`src/rtl/b_mcp_send_if.sv`:
```
// b_mcp_send_if: handshake and data bundle for the mcp sender.
// master = requester / receive side, slave = b_mcp_send.
interface b_mcp_send_if #(
  parameter int DW = 8
);
  logic [DW-1:0] bdata_in;
  logic          bsend;
  logic          bready;
  logic [DW-1:0] adata_out;
  logic          b_en_tgl;
  logic          a_ack;
  logic          bdone;
  logic          btimeout;

  modport master (
    output bdata_in,
    output bsend,
    output a_ack,
    input  bready,
    input  adata_out,
    input  b_en_tgl,
    input  bdone,
    input  btimeout
  );

  modport slave (
    input  bdata_in,
    input  bsend,
    input  a_ack,
    output bready,
    output adata_out,
    output b_en_tgl,
    output bdone,
    output btimeout
  );
endinterface

```
`src/rtl/b_mcp_send.sv`:
```
// b_mcp_send: MCP transmit side, held data + enable toggle, synced ack.
// Optional ack timeout: define B_MCP_SEND_TIMEOUT_EN.
module b_mcp_send #(
  parameter int DW          = 8,
  parameter int TIMEOUT_CYC = 1024
) (
  input logic         bclk,
  input logic         brst_n,
  b_mcp_send_if.slave bif
);

  typedef enum logic {
    IDLE     = 1'b0,
    WAIT_ACK = 1'b1
  } state_e;

  state_e        state_q, state_d;
  logic [DW-1:0] adata_q, adata_d;
  logic          tgl_q, tgl_d;
  logic          s1_q, s2_q, s3_q;
  logic          bdone_q, bdone_d;
  logic          accept;
  logic          ack_pulse;
  logic          to_hit;

  if (TIMEOUT_CYC < 2) begin : g_bad_cfg
    $error("TIMEOUT_CYC must be at least 2");
  end

  assign ack_pulse = s2_q ^ s3_q;
  assign accept    = bif.bsend & (state_q == IDLE);

`ifdef B_MCP_SEND_TIMEOUT_EN
  localparam int CW = (TIMEOUT_CYC > 1) ?
                      $clog2(TIMEOUT_CYC) : 1;
  localparam logic [CW-1:0] CNT_MAX =
    CW'(TIMEOUT_CYC - 1);

  logic [CW-1:0] cnt_q, cnt_d;
  logic          bto_q, bto_d;

  assign to_hit = (state_q == WAIT_ACK) &
                  ~ack_pulse &
                  (cnt_q == CNT_MAX);

  always_comb begin
    cnt_d = cnt_q;
    bto_d = to_hit;
    if (accept) begin
      cnt_d = '0;
    end else if (state_q == WAIT_ACK &&
                 !ack_pulse) begin
      cnt_d = cnt_q + 1'b1;
    end
  end

  always_ff @(posedge bclk or negedge brst_n) begin
    if (!brst_n) begin
      cnt_q <= '0;
      bto_q <= 1'b0;
    end else begin
      cnt_q <= cnt_d;
      bto_q <= bto_d;
    end
  end

  assign bif.btimeout = bto_q;
`else
  assign to_hit       = 1'b0;
  assign bif.btimeout = 1'b0;
`endif

  always_ff @(posedge bclk or negedge brst_n) begin
    if (!brst_n) begin
      state_q <= IDLE;
    end else begin
      state_q <= state_d;
    end
  end

  // ack wins over a timeout landing in the same cycle
  always_comb begin
    state_d = state_q;
    unique case (state_q)
      IDLE: begin
        if (accept) state_d = WAIT_ACK;
      end
      WAIT_ACK: begin
        if (ack_pulse || to_hit) state_d = IDLE;
      end
    endcase
  end

  always_comb begin
    adata_d = adata_q;
    tgl_d   = tgl_q;
    bdone_d = (state_q == WAIT_ACK) & ack_pulse;
    if (accept) begin
      adata_d = bif.bdata_in;
      tgl_d   = ~tgl_q;
    end
  end

  always_ff @(posedge bclk or negedge brst_n) begin
    if (!brst_n) begin
      adata_q <= '0;
      tgl_q   <= 1'b0;
      bdone_q <= 1'b0;
      s1_q    <= 1'b0;
      s2_q    <= 1'b0;
      s3_q    <= 1'b0;
    end else begin
      adata_q <= adata_d;
      tgl_q   <= tgl_d;
      bdone_q <= bdone_d;
      s1_q    <= bif.a_ack;
      s2_q    <= s1_q;
      s3_q    <= s2_q;
    end
  end

  assign bif.bready    = (state_q == IDLE);
  assign bif.adata_out = adata_q;
  assign bif.b_en_tgl  = tgl_q;
  assign bif.bdone     = bdone_q;

endmodule

```
`src/flat_wrapper.sv`:
```
// flat-port wrapper written by rule: the top's interface ports become plain ports
module b_mcp_send_flat 
#(
  parameter int DW          = 8,
  parameter int TIMEOUT_CYC = 1024
)
  (bclk, brst_n, bif_bdata_in, bif_bsend, bif_a_ack, bif_bready, bif_adata_out, bif_b_en_tgl, bif_bdone, bif_btimeout);
  b_mcp_send_if #(.DW(DW)) bif_i ();
  input logic bclk;
  input logic brst_n;
  input wire logic [$bits(bif_i.bdata_in)-1:0] bif_bdata_in;
  input wire logic [$bits(bif_i.bsend)-1:0] bif_bsend;
  input wire logic [$bits(bif_i.a_ack)-1:0] bif_a_ack;
  output wire logic [$bits(bif_i.bready)-1:0] bif_bready;
  output wire logic [$bits(bif_i.adata_out)-1:0] bif_adata_out;
  output wire logic [$bits(bif_i.b_en_tgl)-1:0] bif_b_en_tgl;
  output wire logic [$bits(bif_i.bdone)-1:0] bif_bdone;
  output wire logic [$bits(bif_i.btimeout)-1:0] bif_btimeout;
  assign bif_i.bdata_in = bif_bdata_in;
  assign bif_i.bsend = bif_bsend;
  assign bif_i.a_ack = bif_a_ack;
  assign bif_bready = bif_i.bready;
  assign bif_adata_out = bif_i.adata_out;
  assign bif_b_en_tgl = bif_i.b_en_tgl;
  assign bif_bdone = bif_i.bdone;
  assign bif_btimeout = bif_i.btimeout;
  b_mcp_send #(.DW(DW), .TIMEOUT_CYC(TIMEOUT_CYC)) u_core (.bclk(bclk), .brst_n(brst_n), .bif(bif_i));
endmodule
```
`config.mk`:
```
export PLATFORM = sky130hd
export DESIGN_NAME = b_mcp_send_flat
export DESIGN_NICKNAME = d
export VERILOG_FILES = /design/src/rtl/b_mcp_send_if.sv /design/src/rtl/b_mcp_send.sv /design/src/flat_wrapper.sv
export SDC_FILE = /design/constraint.sdc
export NUM_CORES = 1
export LEC_CHECK = 0
export CAP_MARGIN = 20
export CORE_AREA = 10 10 47 49
export CTS_BUF_LIST = sky130_fd_sc_hd__clkbuf_2 sky130_fd_sc_hd__clkbuf_4 sky130_fd_sc_hd__clkbuf_8
export DETAILED_ROUTE_END_ITERATION = 8
export DIE_AREA = 0 0 57 59
export MAX_ROUTING_LAYER = met4
export PLACE_DENSITY = 0.78
export SLEW_MARGIN = 20
export SYNTH_ARGS = -nofsm -noshare
export SYNTH_HDL_FRONTEND = slang
export SYNTH_SLANG_ARGS = --single-unit
```
`constraint.sdc`:
```
create_clock -name bclk -period 3.4 [get_ports bclk]
set_clock_uncertainty 0.1 [all_clocks]
set_input_delay 0.68 -clock bclk [delete_from_list [all_inputs] [get_ports bclk]]
set_output_delay 0.68 -clock bclk [all_outputs]
set_load 0.03 [all_outputs]
```
==> reports/results.tsv, run 1 <==
metric	value	unit
RSZ-0062 raised after global routing	no	
vias	324	
area leader, netlist	dfrtp_1	
CTS tree	yes	
Yosys cell types	10	
Worst Setup Path Type	reg -> out	
WP data arrival	1.40	ns
CTS Root Cell	clkbuf_4	
Ports	24	
Initial Utilization	0.381	
Lkg Pwr	0.362	nW
Initial DRC Count	2	
Placed Area	763	um2
Post-Synth Simple-Gate Area	0.0234	
Tightest Pin Transition	0.613	ns
Worst VDD drop	0.000388	V
FFs w/ async S/R, synth	1.00	
Synth Area in Adders	0	
synthesized instance count	31	
final hold slack	0.254	ns
drt total wl	1.06	mm
worst skew pair latency	0.28	ns
slowest CP cell	clkdlybuf4s50_1	
fill count	125	
CP Buf/Inv Count	2	
# Max-Cap Violations	0	
final period utilization	0.641	
Layout area overhead	49.6	%
sequential standard cell area	350	um2
H-tree levels	1	
share of cells above drive strength 1	0.232	
setup repair bufs after CTS	0	
grt ovf	0	
Synth Net Count	43	
Final #Nets	69	
Seq/Total Area, Yosys	0.656	
ANT cells	0	
post-synthesis sequential element count	14	
critical path startpoint category	register	
worst path required time	2.62	ns
Worst Hold Class	reg -> reg	
Core ar.	1400	um2
PD cells	725	nW/um2
fraction of synthesized area in multiplexers	0.225	
worst-path maximum fanout	3	
endpoints failing hold	0	
Rows	14	
# setup viols final	0	
count leader, synth	dfrtp_1	
cts bufs inserted	3	
Detailed Routing Iterations Pass 1	3	
Max transition margin	0.590	
Synth Flop Type	dfrtp_1	
Reg clk slew, reported paths	0.08	ns
Wirelength per Cell	14.7	um
hold buffers post-CTS	0	
Final GP Congestion	0.614	
CTS max path bufs	2	
Compound-Gate Fraction of Synth Area	0.0141	
Synth warnings	0	
max-slew violations	0	
clk sink count	14	
slowest stage delay, CP	0.67	ns
pin count of the biggest net entering global routing	15	
number of synthesized flops with an enable pin	0	
Die H	59	um
total die area	3360	um2
largest cells by area after synthesis	dfrtp_1 (66%), mux2_4 (22%), xor2_1 (3.3%)	
Die Span X	57	um
Post-Syn Area	534	um2
Tmin final	2.18	ns
Vias/cell	4.50	
DRC Markers	0	
most frequent cells after synthesis	dfrtp_1 (14), mux2_4 (8), xor2_1 (2)	
vias in the first global route	344	
CP Capture Type	output port	
antenna-violating nets left	0	
first-pass GRT wire length	1.72	mm
initial antenna violation count	0	
Yosys top cell area share	0.656	
outcome	completed	
Crit path max-delay family	buffers and inverters	
Max Fclk	0.459	GHz
post_cts resized	0	
GR Util All Layers	0.0668	
cell breakdown of the critical path	inv_1 > clkdlybuf4s50_1	
Synth Area in XOR/XNOR	0.0328	
design area	800	um2
multi-input logic area	161	um2
final setup TNS	0	ns
Synth Area per Inst	17.2	um2
IO Port Bufs	22	
largest family of logic cells by synthesized area	multiplexers	
==> kinds of logic (layout without fill, tap and decap cells) <==
group	after synthesis	count (layout)
flops	14	14
mux	8	8
buf+inv	3	28
xor+xnor	2	2
simple gates	2	2
other cells	1	1
compound gates	1	1
==> worst paths after layout <==
check                                    startpoint                                  end  slack [ns]  cells after the start
max                        u_core.state_q$_DFF_PN0_                           bif_bready        1.22                      2
max reg2reg                u_core.state_q$_DFF_PN0_  u_core.bif.adata_out[0]$_DFFE_PN0P_        2.15                      3
min in group asynchronous                    brst_n  u_core.bif.adata_out[1]$_DFFE_PN0P_        0.68                      1
max in group asynchronous                    brst_n             u_core.state_q$_DFF_PN0_        2.12                      1
min                           u_core.s1_q$_DFF_PN0_                u_core.s2_q$_DFF_PN0_        0.25                      0
min reg2reg                   u_core.s1_q$_DFF_PN0_                u_core.s2_q$_DFF_PN0_        0.25                      0
==> where the power goes <==
group	internal, mW	leakage, nW	switching (mW)	total (mW)
clock network	0.0651	0.0210	0.0527	0.118
registers	0.205	0.165	0.0223	0.227
logic	0.118	0.176	0.116	0.234
==> layout by cell type, fill, tap and decap left out, drive strengths merged <==
master         instances
mux2                   8
buf                    1
and2                   1
dfrtp                 14
conb                   1
clkbuf                 4
inv                    1
clkdlybuf4s50         22
o21bai                 1
xor2                   2
nor2b                  1
==> cell type report <==
class                           instances  share of cell area
Clock buffer                            4              0.0454
Inverter                                1             0.00469
Multi-Input combinational cell         14               0.202
Sequential cell                        14               0.438
Tap cell                               16              0.0250
Timing Repair Buffer                   23               0.285
==> routing by layer <==
metal  track usage  wire length (um)
met3        0.0494               104
met2         0.104               540
met5             -                 0
met1        0.0682               415
met4        0.0101                 0
==> registers in the layout, summed over array words and instances (netlist names) <==
signal and flops:
u_core.state_q 1, u_core.s2_q 1, u_core.s3_q 1, u_core.bif.bdone 1
u_core.s1_q 1, u_core.bif.b_en_tgl 1, u_core.bif.adata_out 8
==> worst register-to-register path: stages, from the launching register on <==
cell	delay (ns)
dfrtp_1	0.39
nor2b_1	0.12
buf_4	0.22
mux2_4	0.31
==> stage by stage <==
stage / std cells / utilization / setup slack, ns / power (mW)
after global placement: 68 / 0.545 / 1.39 / 0.465
after floorplan: 31 / - / 1.90 / 0.367
final: 72 / 0.571 / 1.22 / 0.580
after global routing: 72 / 0.571 / 1.17 / 0.612
after CTS: 72 / 0.571 / 1.20 / 0.592
after detailed placement: 68 / 0.545 / 1.36 / 0.469
Power figures use the tool's default switching activity.
==> inputs of run 2 (changes only) <==
Settings changed: CORE_AREA 10 10 47 49 to unset, CORE_MARGIN set to 10, CORE_UTILIZATION set to 41, DIE_AREA 0 0 57 59 to unset, PLACE_DENSITY 0.78 to 0.79.
Clock period 3.4 ns to 2.3 ns, I/O delays scaled along.
==> reports/results.tsv, run 2 (synthesis results as in run 1) <==
metric	value	unit
antenna-violating nets left	0	
CP Buf/Inv Count	2	
final setup TNS	0	ns
# setup viols final	0	
CP Capture Type	output port	
worst-path maximum fanout	3	
WP data arrival	1.42	ns
Worst VDD drop	0.000634	V
worst path required time	1.74	ns
reg2reg start	u_core.state_q$_DFF_PN0_	
Layout area overhead	46.6	%
placed insts	66	
total die area	3150	um2
Ports	24	
Layout Utilization	0.669	
post-detail-place hpwl	925	um
CP Depth	2	
IO Port Bufs	22	
Tmin final	1.98	ns
CTS max path bufs	2	
Initial DRC Count	0	
cell breakdown of the critical path	inv_1 > clkdlybuf4s50_1	
Reg clk slew, reported paths	0.07	ns
Wirelength per Cell	16.7	um
first-pass GRT wire length	1.94	mm
Die Span X	56.1	um
GR Util All Layers	0.0789	
Vias/cell	4.75	
max-slew violations	0	
hold buffers post-CTS	0	
commonest non-fill, non-tap cell in the layout	clkdlybuf4s50_1	
DRC Markers	0	
drt total wl	1.15	mm
final period utilization	0.860	
Final GP Congestion	0.830	
Final #Nets	69	
fin cells	69	
RSZ-0062 raised after global routing	no	
slowest CP cell	clkdlybuf4s50_1	
Rows	12	
worst reg2reg endpoint	u_core.bif.adata_out[5]$_DFFE_PN0P_	
Total Power	815	uW
# Max-Cap Violations	0	
Detailed Routing Iterations Pass 1	1	
multi-input logic area	161	um2
Worst Hold Class	reg -> reg	
share of cells above drive strength 1	0.218	
most frequent cells in the layout	clkdlybuf4s50_1 (22), dfrtp_1 (14), mux2_4 (8)	
cts bufs inserted	3	
endpoints failing hold	0	
sequential standard cell area	350	um2
outcome	completed	
Crit path max-delay family	buffers and inverters	
vias in the first global route	389	
Lkg Pwr	0.355	nW
Max Fclk	0.506	GHz
setup repair bufs after CTS	0	
vias	328	
pin count of the biggest net entering global routing	15	
CTS tree	yes	
Worst Setup SP	u_core.state_q$_DFF_PN0_	
CP endpoint	bif_bready	
reg2reg setup slack	1.04	ns
Reg2Reg Depth	3	
Initial Utilization	0.456	
PD cells	1040	nW/um2
fill count	80	
Max transition margin	0.598	
CTS Root Cell	clkbuf_4	
WHS Path Cells	0	
Core ar.	1170	um2
Worst Setup Path Type	reg -> out	
clk sink count	14	
Tightest Pin Transition	0.601	ns
H-tree levels	1	
critical path startpoint category	register	
initial antenna violation count	0	
Die H	56.1	um
number of flip-flops under the largest register name	8	
slowest stage delay, CP	0.68	ns
ANT cells	0	
grt ovf	0	
post_cts resized	0	
worst skew pair latency	0.26	ns
-- run 2: changes by cell type in the layout (fill, tap and decap cells not counted) --
cell,previous run,this run
clkbuf_8,1,0
-- run 2: worst register-to-register path: stages, from the launching register on --
cell,delay [ns]
dfrtp_1,0.39
nor2b_1,0.12
buf_4,0.22
mux2_4,0.32
-- run 2: worst min-delay path by stage --
stage	start	to	slack, ns
finish	u_core.s1_q$_DFF_PN0_	u_core.s2_q$_DFF_PN0_	0.27
global route	u_core.s1_q$_DFF_PN0_	u_core.s2_q$_DFF_PN0_	0.28
CTS	u_core.s1_q$_DFF_PN0_	u_core.s2_q$_DFF_PN0_	0.27
detailed placement	u_core.s1_q$_DFF_PN0_	u_core.s2_q$_DFF_PN0_	0.26
global placement	u_core.s1_q$_DFF_PN0_	u_core.s2_q$_DFF_PN0_	0.24
floorplan	brst_n	u_core.bif.adata_out[0]$_DFFE_PN0P_	0.06
-- run 2: per-layer routing --
metal,part of all wire,vias to the layer above,wire (um),global-route usage
met4,0,0,0,0.0307
met5,0,-,0,-
met1,0.44,158,510,0.0915
met2,0.42,24,487,0.107
met3,0.13,0,155,0.0478
li1,-,146,-,-
-- run 2: cell type report --
class | count | share of cell area
multi-input combinational | 14 | 0.206
clock buffer | 3 | 0.0288
sequential | 14 | 0.447
inverter | 1 | 0.00479
tap | 14 | 0.0224
timing repair buffer | 23 | 0.291
-- run 2: through the flow --
step | hold slack [ns] | setup slack, ns | cell area [um2]
floorplan | 0.0644 | 1.02 | 534
global placement | 0.235 | 0.520 | 761
detailed placement | 0.256 | 0.500 | 761
CTS | 0.272 | 0.314 | 783
global route | 0.282 | 0.278 | 783
finish | 0.269 | 0.322 | 783
-- run 2: report_power, final --
group	total [mW]	internal [mW]	switching [mW]
Combinational	0.352	0.175	0.177
Clock	0.127	0.0604	0.0664
Sequential	0.336	0.303	0.0330
==> inputs of run 3 (changes only) <==
Settings changed: CAP_MARGIN 20 to 10, CELL_PAD_IN_SITES_DETAIL_PLACEMENT set to 0, CELL_PAD_IN_SITES_GLOBAL_PLACEMENT set to 1, CORE_UTILIZATION 41 to 33, PLACE_DENSITY 0.79 to unset, PLACE_DENSITY_LB_ADDON set to 0.1.
==> reports/results.tsv, run 3 (synthesis results as in run 1) <==
metric	value	unit
Initial DRC Count	0	
# setup viols final	0	
vias in the first global route	378	
clk sink count	14	
Wirelength per Cell	15.3	um
CP Capture Type	output port	
share of power burned in registers	0.394	
switching share of power	0.328	
commonest non-fill, non-tap cell in the layout	clkdlybuf4s50_1	
initial antenna violation count	0	
Vias/cell	4.35	
Cell Int Power	574	uW
Tightest Pin Transition	0.595	ns
Worst Setup SP	u_core.state_q$_DFF_PN0_	
H-tree levels	1	
worst-path maximum fanout	3	
setup repair bufs after CTS	0	
final setup TNS	0	ns
final period utilization	0.855	
cts bufs inserted	3	
ANT cells	0	
CP Depth	2	
reg2reg start	u_core.state_q$_DFF_PN0_	
Clock Power Share	0.199	
worst skew pair latency	0.27	ns
slowest CP cell	clkdlybuf4s50_1	
Core ar.	1520	um2
Rows	14	
Tmin final	1.97	ns
Worst Setup Path Type	reg -> out	
reg2reg setup slack	1.04	ns
IO Port Bufs	22	
Final GP Congestion	0.692	
Crit path max-delay family	buffers and inverters	
antenna-violating nets left	0	
endpoints failing hold	0	
Layout area overhead	49.6	%
total die area	3630	um2
WP data arrival	1.41	ns
worst path required time	1.74	ns
Max Fclk	0.508	GHz
Net Switching	280	uW
post-detail-place hpwl	908	um
Reg clk slew, reported paths	0.08	ns
Total Power	854	uW
CTS tree	yes	
# Max-Cap Violations	0	
Worst Hold Class	reg -> reg	
pin count of the biggest net entering global routing	15	
Initial Utilization	0.351	
RSZ-0062 raised after global routing	no	
CTS max path bufs	2	
combinational share of power	0.407	
hold buffers post-CTS	0	
fin cells	72	
Detailed Routing Iterations Pass 1	1	
max-slew violations	0	
most frequent cells in the layout	clkdlybuf4s50_1 (22), dfrtp_1 (14), mux2_4 (8)	
Reg2Reg Depth	3	
critical path startpoint category	register	
Die Span X	60.2	um
PD cells	1070	nW/um2
placed insts	68	
drt total wl	1.10	mm
Ports	24	
slowest stage delay, CP	0.67	ns
CP endpoint	bif_bready	
outcome	completed	
CTS Root Cell	clkbuf_4	
CP Buf/Inv Count	2	
share of cells above drive strength 1	0.232	
Die H	60.2	um
Worst VDD drop	0.000393	V
worst reg2reg endpoint	u_core.bif.adata_out[4]$_DFFE_PN0P_	
vias	313	
grt ovf	0	
DRC Markers	0	
GR Util All Layers	0.0669	
Final #Nets	69	
first-pass GRT wire length	1.74	mm
number of flip-flops under the largest register name	8	
Max transition margin	0.602	
cell breakdown of the critical path	inv_1 > clkdlybuf4s50_1	
Lkg Pwr	0.362	nW
post_cts resized	0	
-- run 3: power groups by stage --
stage	clock (mW)	sequential, mW	combinational, mW
floorplan	0	0.441	0.102
global route	0.193	0.344	0.364
detailed placement	0	0.341	0.355
finish	0.170	0.336	0.348
CTS	0.181	0.338	0.355
global placement	0	0.337	0.351
-- run 3: layout make-up --
cell class                      count  area, um2
Tap cell                           16       20.0
Clock buffer                        4       36.3
Inverter                            1       3.75
Fill cell                         126        724
Multi-Input combinational cell     14        161
Timing Repair Buffer               23        228
Sequential cell                    14        350
-- run 3: how the worst min path moves through the flow --
stage / start / to / slack, ns / depth (start not counted)
after detailed placement: u_core.s1_q$_DFF_PN0_ / u_core.s2_q$_DFF_PN0_ / 0.24 / 0
after global routing: u_core.s1_q$_DFF_PN0_ / u_core.s2_q$_DFF_PN0_ / 0.27 / 0
final: u_core.s1_q$_DFF_PN0_ / u_core.s2_q$_DFF_PN0_ / 0.26 / 0
after floorplan: brst_n / u_core.bif.adata_out[0]$_DFFE_PN0P_ / 0.06 / 0
after CTS: u_core.s1_q$_DFF_PN0_ / u_core.s2_q$_DFF_PN0_ / 0.26 / 0
after global placement: u_core.s1_q$_DFF_PN0_ / u_core.s2_q$_DFF_PN0_ / 0.23 / 0
-- run 3: layer usage --
metal	vias to the layer above	part of all wire	GRT usage
met3	0	0.12	0.0424
li1	149	-	-
met1	148	0.39	0.0681
met5	-	0	-
met2	16	0.49	0.104
met4	0	0	0.0192
-- run 3: stage by stage --
stage,utilization,cell area (um2),hold slack (ns),setup slack [ns]
floorplan,-,534,0.0644,1.02
global placement,0.501,763,0.231,0.519
detailed placement,0.501,763,0.240,0.493
CTS,0.525,800,0.259,0.299
global route,0.525,800,0.274,0.268
finish,0.525,800,0.261,0.333
